==> src/rtl/fetch_unit_pkg.sv <==
// Shared types and constants for the instruction fetch unit.
// A fetch entry pairs an instruction with the PC it was fetched from.
package fetch_unit_pkg;

    localparam logic [31:0] NOP              = 32'h0000_0013;
    localparam logic [31:0] DEFAULT_RESET_PC = 32'h0000_0000;

    typedef struct packed {
        logic [31:0] pc;
        logic [31:0] instr;
    } fetch_entry_t;

endpackage

==> src/rtl/fetch_fifo.sv <==
// First-word-fall-through FIFO with synchronous clear.
// The head entry is visible combinationally whenever count is non-zero.
module fetch_fifo #(
    parameter int DEPTH = 2,
    parameter int WIDTH = 32,
    localparam int CW = $clog2(DEPTH + 1),
    localparam int PW = (DEPTH > 1) ? $clog2(DEPTH) : 1
) (
    input  logic             clk,
    input  logic             reset,
    input  logic             clear,
    input  logic             push,
    input  logic [WIDTH-1:0] push_data,
    input  logic             pop,
    output logic [WIDTH-1:0] head,
    output logic [CW-1:0]    count
);

    logic [WIDTH-1:0] mem [DEPTH];
    logic [PW-1:0]    rd_ptr_reg;
    logic [PW-1:0]    wr_ptr_reg;
    logic [CW-1:0]    count_reg;
    logic             do_push;
    logic             do_pop;

    function automatic logic [PW-1:0] bump(input logic [PW-1:0] p);
        return (p == PW'(DEPTH - 1)) ? '0 : p + PW'(1);
    endfunction

    // A full FIFO may still accept a push when the head is leaving in the same cycle.
    assign do_pop  = pop && (count_reg != '0);
    assign do_push = push && ((count_reg != CW'(DEPTH)) || do_pop);

    always_ff @(posedge clk) begin
        if (reset || clear) begin
            rd_ptr_reg <= '0;
            wr_ptr_reg <= '0;
            count_reg  <= '0;
        end else begin
            if (do_push) wr_ptr_reg <= bump(wr_ptr_reg);
            if (do_pop)  rd_ptr_reg <= bump(rd_ptr_reg);
            if (do_push && !do_pop)
                count_reg <= count_reg + CW'(1);
            else if (!do_push && do_pop)
                count_reg <= count_reg - CW'(1);
        end
    end

    always_ff @(posedge clk) begin
        if (do_push) mem[wr_ptr_reg] <= push_data;
    end

    assign head  = mem[rd_ptr_reg];
    assign count = count_reg;

endmodule

==> src/rtl/fetch_unit.sv <==
// Credit-limited instruction fetch with FWFT instruction buffer and redirect handling.
// Responses to requests issued before a redirect are counted off in drop_count and discarded.
module fetch_unit
    import fetch_unit_pkg::*;
#(
    parameter logic [31:0] RESET_PC = DEFAULT_RESET_PC,
    parameter int          DEPTH    = 2
) (
    input  logic        clk,
    input  logic        reset,
    output logic        imem_req_valid,
    input  logic        imem_req_ready,
    output logic [31:0] imem_req_addr,
    input  logic        imem_rsp_valid,
    input  logic [31:0] imem_rsp_data,
    input  logic        redirect_valid,
    input  logic [31:0] redirect_pc,
    output logic        if_valid,
    input  logic        if_ready,
    output logic [31:0] if_pc,
    output logic [31:0] if_instr
);

    localparam int CW = $clog2(DEPTH + 1);

    logic [31:0]   fetch_pc_reg;
    logic [31:0]   fetch_pc_next;
    logic [CW-1:0] drop_count_reg;
    logic [CW-1:0] drop_count_next;
    logic [CW-1:0] outstanding;
    logic [CW-1:0] fifo_count;
    logic [CW+1:0] credit_sum;
    logic          req_accept;
    logic          rsp_keep;
    logic [31:0]   pcq_head;
    fetch_entry_t  rsp_entry;
    fetch_entry_t  head_entry;

    assign credit_sum = (CW+2)'(outstanding) + (CW+2)'(fifo_count) + (CW+2)'(drop_count_reg);

    assign imem_req_valid = !reset && !redirect_valid && (credit_sum < (CW+2)'(DEPTH));
    assign imem_req_addr  = fetch_pc_reg;
    assign req_accept     = imem_req_valid && imem_req_ready;
    assign rsp_keep       = imem_rsp_valid && !redirect_valid && (drop_count_reg == '0);
    assign rsp_entry      = '{pc: pcq_head, instr: imem_rsp_data};

    // The request-PC queue occupancy is exactly the number of live (non-dropped) requests in flight.
    fetch_fifo #(.DEPTH(DEPTH), .WIDTH(32)) u_pc_queue (
        .clk       (clk),
        .reset     (reset),
        .clear     (redirect_valid),
        .push      (req_accept),
        .push_data (fetch_pc_reg),
        .pop       (rsp_keep),
        .head      (pcq_head),
        .count     (outstanding)
    );

    fetch_fifo #(.DEPTH(DEPTH), .WIDTH($bits(fetch_entry_t))) u_instr_buf (
        .clk       (clk),
        .reset     (reset),
        .clear     (redirect_valid),
        .push      (rsp_keep),
        .push_data (rsp_entry),
        .pop       (if_valid && if_ready && !redirect_valid),
        .head      (head_entry),
        .count     (fifo_count)
    );

    always_comb begin
        fetch_pc_next = fetch_pc_reg;
        if (redirect_valid)
            fetch_pc_next = {redirect_pc[31:2], 2'b00};
        else if (req_accept)
            fetch_pc_next = fetch_pc_reg + 32'd4;
    end

    // Live requests become drop debt on redirect; a response in the redirect cycle pays one off.
    always_comb begin
        drop_count_next = drop_count_reg;
        if (redirect_valid) begin
            drop_count_next = drop_count_reg + outstanding;
            if (imem_rsp_valid && (drop_count_next != '0))
                drop_count_next = drop_count_next - CW'(1);
        end else if (imem_rsp_valid && (drop_count_reg != '0)) begin
            drop_count_next = drop_count_reg - CW'(1);
        end
    end

    always_ff @(posedge clk) begin
        if (reset) begin
            fetch_pc_reg   <= RESET_PC;
            drop_count_reg <= '0;
        end else begin
            fetch_pc_reg   <= fetch_pc_next;
            drop_count_reg <= drop_count_next;
        end
    end

    assign if_valid = !reset && (fifo_count != '0);
    assign if_pc    = if_valid ? head_entry.pc    : 32'h0;
    assign if_instr = if_valid ? head_entry.instr : NOP;

endmodule

==> config.mk <==
export PLATFORM = sky130hd
export DESIGN_NAME = fetch_unit
export DESIGN_NICKNAME = d
export VERILOG_FILES = /design/src/rtl/fetch_unit_pkg.sv /design/src/rtl/fetch_fifo.sv /design/src/rtl/fetch_unit.sv
export SDC_FILE = /design/constraint.sdc
export NUM_CORES = 1
export LEC_CHECK = 0
export BUFFER_PORTS_ARGS = -buffer_cell sky130_fd_sc_hd__buf_2
export CAP_MARGIN = 20
export CORE_UTILIZATION = 40
export DETAILED_ROUTE_END_ITERATION = 10
export GPL_TIMING_DRIVEN = 0
export PLACE_DENSITY = 0.66
export SLEW_MARGIN = 20
export SYNTH_ARGS = -nofsm -noshare
export SYNTH_HDL_FRONTEND = slang
export SYNTH_SLANG_ARGS = --single-unit
==> constraint.sdc <==
create_clock -name clk -period 4.3 [get_ports clk]
set_input_delay 0.43 -clock clk [delete_from_list [all_inputs] [get_ports clk]]
set_output_delay 0.43 -clock clk [all_outputs]
set_load 0.05 [all_outputs]
# After elaboration in Yosys (flattened, before gate mapping)
# Memory sizes are Yosys's and may differ from the RTL's. A register that Yosys moved wholly into a read port is not among the register bits.
# Cells that the tools add are included.
# W data, S select, Z words.
totals:
  latch_bits: 0
  n_memories: 2
  ramBits: 192
  in_bits: 70
  rom_bits: 0
  register_bits: 42
  wordCells: 88
classes:
  n_eq_ne: 2
  n_shift: 0
  n_lt_le_gt_ge: 1
  n_bitwise: 0
  div: 0
  reduce_logical: 37
  multipliers: 0
  add_sub_neg: 14
  muxes: 23
mem_list:
  columns: ["memory", "depth", "width", "read_ports", "rd_ports_with_merged_regs", "write_ports", "line_no", "rtl"]
  rows:
  - ["u_instr_buf.mem", 2, 64, 1, 1, 1, "fetch_fifo.sv:19", "logic [WIDTH-1:0] mem [DEPTH];"]
  - ["u_pc_queue.mem", 2, 32, 1, 1, 1, "fetch_fifo.sv:19", null]
op_table:
  columns: ["cell", "n"]
  rows:
  - ["$mux W32", 4]
  - ["$add A32 B3 Y32 const B", 1]
  - ["$logic_and A1 B1 Y1", 18]
  - ["$reduce_bool A2 Y1", 8]
  - ["$mux W2", 7]
  - ["$mux W1", 12]
  - ["$sub A2 B1 Y2 const B", 4]
  - ["$logic_not A1 Y1", 6]
  - ["$add A1 B1 Y1 const B", 4]
  - ["$add A2 B1 Y2 const B", 2]
  - ["$add A3 B2 Y4", 1]
  - ["$lt A4 B2 Y1 const B", 1]
  - ["$ne A2 B2 Y1 const B", 2]
  - ["$add A2 B2 Y3", 1]
  - ["$logic_or A1 B1 Y1", 3]
  - ["$add A2 B2 Y2", 1]
  - ["$logic_not A2 Y1", 1]
  - ["$reduce_or A2 Y1", 1]

# Logic depth before layout (Yosys ltp)
depth:
  depth_word: 11
  mapped_depth: 10
  depth_no_buf: 10

# Cells and area by module
# A second synthesis with hierarchy kept.
unflattened:
  cells_unflattened: 696
  area_unflattened_um2: 9954.5
modules_own_cells:
  columns: ["module", "area_each_um2", "cells_per_inst", "seq_area_each_um2", "instances"]
  rows:
  - ["fetch_fifo at u_instr_buf", 4868.4, 224, 3943.8, 1]
  - ["fetch_unit", 2547.4, 347, 640.6, 1]
  - ["fetch_fifo at u_pc_queue", 2538.7, 125, 2021.9, 1]

# Worst setup path after synthesis
# No wires, ideal clock.
synth_path:
  path_type: "in2reg"
  startpoint: "input port redirect_valid"
  endpoint: "memory u_instr_buf.mem[0][0] in the netlist's numbering, enable pin"
  arrival_ns: 3.783
  required_ns: 3.810
  cell_stages: 4
  slack_ns: 0.028
  path_cell_list: "clkbuf_1 -> nor3b_1 -> o31a_1 -> nor2b_1"
synth_between:
  elab_chain_cells: 7
  elab_cells_between_ends: 9
synth_lines:
  columns: ["item", "line_no", "rtl"]
  rows:
  - ["start, declared", "fetch_unit.sv:16", "input logic redirect_valid,"]
  - ["$logic_not A1 Y1 *", "fetch_unit.sv:44, fetch_unit.sv:65", null]
  - ["$logic_and A1 B1 Y1", "fetch_unit.sv:65", ".pop (if_valid && if_ready && !redirect_valid),"]
  - ["$logic_and A1 B1 Y1", "fetch_fifo.sv:31", "assign do_pop = pop && (count_reg != '0);"]
  - ["$logic_or A1 B1 Y1", "fetch_fifo.sv:32", "assign do_push = push && ((count_reg != CW'(DEPTH)) || do_pop);"]
  - ["$logic_and A1 B1 Y1 *", "fetch_fifo.sv:32", null]
  - ["$mux W1 *", "fetch_fifo.sv:50", "if (do_push) mem[wr_ptr_reg] <= push_data;"]
  - ["$mux W1 (not written as such) *", "fetch_fifo.sv:50", null]
  - ["end, declared", "fetch_fifo.sv:19", null]
# Mark *: on every way between the ends. The rest lies on a longest branch, timed or not.

# Worst setup path after layout
layout_path:
  startpoint: "register drop_count_reg[1]"
  endpoint: "register fetch_pc_reg[31] (netlist: imem_req_addr[31])"
layout_between:
  elab_chain_cells: 5
layout_lines:
  columns: ["item", "line_no", "rtl"]
  rows:
  - ["start, declared", "fetch_unit.sv:28", "logic [CW-1:0] drop_count_reg;"]
  - ["start signal, assigned", "fetch_unit.sv:96", "drop_count_reg <= drop_count_next;"]
  - ["$add A3 B2 Y4", "fetch_unit.sv:39", "assign credit_sum = (CW+2)'(outstanding) + (CW+2)'(fifo_count) + (CW+2)'(drop_count_reg);"]
  - ["$lt A4 B2 Y1", "fetch_unit.sv:41", "assign imem_req_valid = !reset && !redirect_valid && (credit_sum < (CW+2)'(DEPTH));"]
  - ["$logic_and A1 B1 Y1", "fetch_unit.sv:41", null]
  - ["$logic_and A1 B1 Y1", "fetch_unit.sv:43", "assign req_accept = imem_req_valid && imem_req_ready;"]
  - ["$reduce_bool A2 Y1 (no line)", null, null]
  - ["end signal, assigned", "fetch_unit.sv:95", "fetch_pc_reg <= fetch_pc_next;"]
  - ["end, declared", "fetch_unit.sv:26", "logic [31:0] fetch_pc_reg;"]
# No other way between the ends.
# A chain may end at the register's enable or synchronous reset.

==> report_table.html <==
<table>
<tr><th>Metric</th><th>Value</th></tr>
<tr><th colspan="2">Routing</th></tr>
<tr><td>Post-DR vias/cell</td><td>5.24</td></tr>
<tr><td>Total Routed Length</td><td>about 21,000 um</td></tr>
<tr><td>DRC violations left</td><td>0</td></tr>
<tr><td>Total number of vias</td><td>6,105</td></tr>
<tr><td>Antenna Nets Post-Route</td><td>0</td></tr>
<tr><td>Number of optimization iterations in the first detailed-route pass</td><td>5</td></tr>
<tr><td>Routed WL per cell</td><td>18.1 um</td></tr>
<tr><td>Number of DRC markers after the initial detailed-route iteration</td><td>348</td></tr>
<tr><th colspan="2">Final layout</th></tr>
<tr><td>Signed area change from the synthesized netlist to the final layout</td><td>23.0%</td></tr>
<tr><td>Most flop-heavy register</td><td>u_instr_buf.mem</td></tr>
<tr><td>Fraction of layout instances using a drive strength above 1</td><td>28.4%</td></tr>
<tr><td>Number of antenna repair diodes</td><td>0</td></tr>
<tr><td>Final layout net count</td><td>942</td></tr>
<tr><td>Number of fillers in the final layout</td><td>about 2,000</td></tr>
<tr><td>Final design utilization</td><td>slightly above 50%</td></tr>
<tr><td>Max FFs per register</td><td>124</td></tr>
<tr><th colspan="2">Global route</th></tr>
<tr><td>Number of global-route vias before repair</td><td>5,811</td></tr>
<tr><td>Initial antenna violation count</td><td>0</td></tr>
<tr><td>Overall global routing resource usage</td><td>17.5%</td></tr>
<tr><td>First-pass GRT wire length</td><td>32,300 um</td></tr>
<tr><td>Maximum number of pins on one net before global-route repair</td><td>38</td></tr>
<tr><td>Overflow left after global routing</td><td>0</td></tr>
<tr><th colspan="2">Clock tree</th></tr>
<tr><td>Hold bufs inserted after CTS</td><td>0</td></tr>
<tr><td>Clock Sinks</td><td>226</td></tr>
<tr><td>Clock root buffer master</td><td>sky130_fd_sc_hd__clkbuf_16</td></tr>
<tr><td>CTS H-tree lvls</td><td>1</td></tr>
<tr><td>CTS buffer count</td><td>24</td></tr>
<tr><td>Clock tree from TritonCTS</td><td>built</td></tr>
<tr><td>Max clock buf depth</td><td>3</td></tr>
<tr><td>Cells resized by post-CTS repair</td><td>0</td></tr>
<tr><td>Buffers inserted by post-CTS timing repair</td><td>0</td></tr>
<tr><td>Insertion delay to the later sink of the worst-skew pair</td><td>0.52 ns</td></tr>
<tr><td>Clock slew seen by the registers of the worst setup and hold paths</td><td>0.07 ns</td></tr>
<tr><th colspan="2">Synthesis</th></tr>
<tr><td>Count of yosys warnings during synthesis</td><td>0</td></tr>
<tr><td>Post-synthesis cell count</td><td>667</td></tr>
<tr><td>Synth async-reset ratio</td><td>0%</td></tr>
<tr><td>Flip-flop cell with the highest count after synthesis</td><td>sky130_fd_sc_hd__edfxtp_1</td></tr>
<tr><td>Number of register bits inferred by synthesis</td><td>roughly 230</td></tr>
<tr><td>Synth area leader</td><td>sky130_fd_sc_hd__edfxtp_1</td></tr>
<tr><td>Most area-consuming cells after synthesis</td><td>sky130_fd_sc_hd__edfxtp_1 59%, sky130_fd_sc_hd__dfxtp_1 9.0%, sky130_fd_sc_hd__mux2i_1 6.7%</td></tr>
<tr><td>Share of the synthesized area in the top cell type</td><td>roughly three fifths</td></tr>
<tr><td>Portion of the post-synthesis area used by sequential elements</td><td>68.3%</td></tr>
<tr><td>Cell Area, Synth</td><td>0.00932 mm2</td></tr>
<tr><td>Most frequently used cell type in the post-synthesis netlist</td><td>sky130_fd_sc_hd__edfxtp_1</td></tr>
<tr><td>Yosys cell types</td><td>55</td></tr>
<tr><td>Most common library cells after synthesis</td><td>184 x sky130_fd_sc_hd__edfxtp_1, 95 x sky130_fd_sc_hd__nor2_1, 62 x sky130_fd_sc_hd__mux2i_1</td></tr>
<tr><td>EDFF count, synth</td><td>184</td></tr>
<tr><td>Mean area per synthesized cell</td><td>14.0 um2</td></tr>
<tr><th colspan="2">Setup path</th></tr>
<tr><td>Slowest stage cell, crit path</td><td>sky130_fd_sc_hd__nor4_2</td></tr>
<tr><td>Cells along the critical path</td><td>inv_1, fa_1, inv_1, ha_1, nand4bb_1, buf_2, nor4_2, a41oi_1, a2111oi_0</td></tr>
<tr><td>Critical Path RT</td><td>4.68 ns</td></tr>
<tr><td>Signal arrival time at the worst endpoint</td><td>around 3.8 ns</td></tr>
<tr><td>Worst stage delay on the critical path</td><td>around 0.83 ns</td></tr>
<tr><td>Most numerous cell on the critical path</td><td>sky130_fd_sc_hd__inv_1</td></tr>
<tr><td>Category of the critical setup timing path</td><td>reg2reg</td></tr>
<tr><td>Endpoint class of the critical path</td><td>register</td></tr>
<tr><td>Peak fanout along the critical path</td><td>10</td></tr>
<tr><td>Worst setup SP type</td><td>register</td></tr>
<tr><th colspan="2">Pwr</th></tr>
<tr><td>Peak VDD IR</td><td>0.237 mV</td></tr>
<tr><td>Static Leakage</td><td>approximately 4 nW</td></tr>
<tr><td>Cell area power density</td><td>448 mW/mm2</td></tr>
<tr><th colspan="2">Floorplan</th></tr>
<tr><td># IOs</td><td>168</td></tr>
<tr><td>Cell row count</td><td>55</td></tr>
<tr><td>Vertical die dimension</td><td>155 um</td></tr>
<tr><td>Die span in x</td><td>155 um</td></tr>
<tr><td>Initial standard-cell utilization of the core</td><td>between 40% and 50%</td></tr>
<tr><td>Die Footprint</td><td>0.0239 mm2</td></tr>
<tr><td>Core Footprint</td><td>0.0227 mm2</td></tr>
<tr><th colspan="2">Worst hold path</th></tr>
<tr><td>HP Class</td><td>in2reg</td></tr>
<tr><th colspan="2">STA</th></tr>
<tr><td>RSZ-0062 raised after global routing</td><td>no</td></tr>
<tr><td>Slew Limit Fails</td><td>0</td></tr>
<tr><td>Layout Skew</td><td>0.0196 ns</td></tr>
<tr><td>Final Hold Vio Count</td><td>0</td></tr>
<tr><td>Worst Max-Slew Pin Slew</td><td>around 0.96 ns</td></tr>
<tr><td>Share of the cycle needed by the critical path after routing</td><td>79.0%</td></tr>
<tr><td>Clock period minus worst slack</td><td>around 3.4 ns</td></tr>
<tr><td>Finish-stage setup viols</td><td>0</td></tr>
<tr><td>Normalized max-slew margin</td><td>35.6%</td></tr>
<tr><td>Max Clk Rate</td><td>295 MHz</td></tr>
<tr><td>WHS</td><td>0.102 ns</td></tr>
<tr><th colspan="2">Place</th></tr>
<tr><td>Number of buffers added on ports</td><td>161</td></tr>
<tr><td>GP Congestion</td><td>~0.88</td></tr>
<tr><td>HPWL reported at the end of detailed placement</td><td>14,900 um</td></tr>
<tr><th colspan="2">Flow run</th></tr>
<tr><td>Number of maximum-capacitance constraint violations</td><td>0</td></tr>
<tr><th colspan="2">Status</th></tr>
<tr><td>Outcome</td><td>complete, no violations</td></tr>
</table>
## final timing paths
path,startpoint,endpoint,slack (ns),depth (start not counted)
min reg2reg,u_pc_queue.rd_ptr_reg$_SDFFE_PP0P_,register,0.51,2
max reg2reg,drop_count_reg[1]$_SDFFE_PP0P_,imem_req_addr[31]$_SDFFE_PP0P_,0.90,9
max,drop_count_reg[1]$_SDFFE_PP0P_,imem_req_addr[31]$_SDFFE_PP0P_,0.90,9
min,imem_rsp_data[30],u_instr_buf.mem[0][30]$_DFFE_PP_,0.10,1
## per-layer routing
layer | share of wire [%] | vias to the layer above | GRT usage [%]
li1 | - | 2895 | -
met3 | 6.4 | 30 | 2.86
met1 | 45 | 2938 | 23.7
met4 | 2.1 | 0 | 5.37
met5 | 0 | - | 0
met2 | 47 | 242 | 29.0
## logic make-up after synthesis
group | count (synthesis) | share of synthesized area, %
muxes | 94 | 10.5
xor gates and xnor gates | 19 | 1.79
and+or+nand+nor | 202 | 10.6
buffers and inverters | 52 | 2.30
other | 1 | 0.0403
DFF | 226 | 68.3
adders and majority gates | 9 | 1.29
AOI/OAI and AO/OA | 64 | 5.12
## through the flow
stage               power, mW  cell area [um2]  TNS [ns]  instances  setup WS, ns
CTS                      5.18            11500         0       1166         0.837
global route             5.29            11500         0       1166         0.649
finish                   5.13            11500         0       1166         0.905
detailed placement       3.08            10600         0       1122         0.853
floorplan                2.90             9330         0        670        0.0278
global placement         3.05            10500   -158.57       1116         -2.14
## report_power, final
part	internal, mW	total [mW]	switching [mW]	leakage (nW)
sequential	2.47	2.53	0.0609	2.03
combinational	0.159	0.500	0.341	1.65
clock	1.28	2.10	0.828	0.387
## final cells by class
| cell class | count | area, um2 | share of cell area (%) |
|---|---|---|---|
| clock inverters | 14 | 188 | 1.64 |
| inverters | 13 | 48.8 | 0.426 |
| repair buffers | 167 | 941 | 8.21 |
| multi-input cells | 392 | 2770 | 24.1 |
| plain buffers | 39 | 165 | 1.44 |
| flip-flops and latches | 226 | 6370 | 55.6 |
| clock buffers | 30 | 623 | 5.44 |
| well taps | 285 | 357 | 3.11 |
## worst max-delay path, delay by kind of cell (launching register included)
family | cells | cell delay, ns
fa+ha+maj | 2 | 0.85
compound gates | 2 | 0.66
buf+inv | 3 | 0.35
flops | 1 | 0.36
simple gates | 2 | 1.03
## placed cells by master (no fill, tap or decap), types with 24 or more instances in the layout
cell	netlist	final
sky130_fd_sc_hd__edfxtp_1	184	184
sky130_fd_sc_hd__buf_2	3	164
sky130_fd_sc_hd__nor2_1	95	95
sky130_fd_sc_hd__mux2i_1	62	62
sky130_fd_sc_hd__dfxtp_1	42	42
sky130_fd_sc_hd__clkbuf_1	29	35
sky130_fd_sc_hd__mux2_2	32	32
sky130_fd_sc_hd__nand2_1	30	30
sky130_fd_sc_hd__clkbuf_16	0	24
No activity file was read; power rests on OpenSTA's default activity.
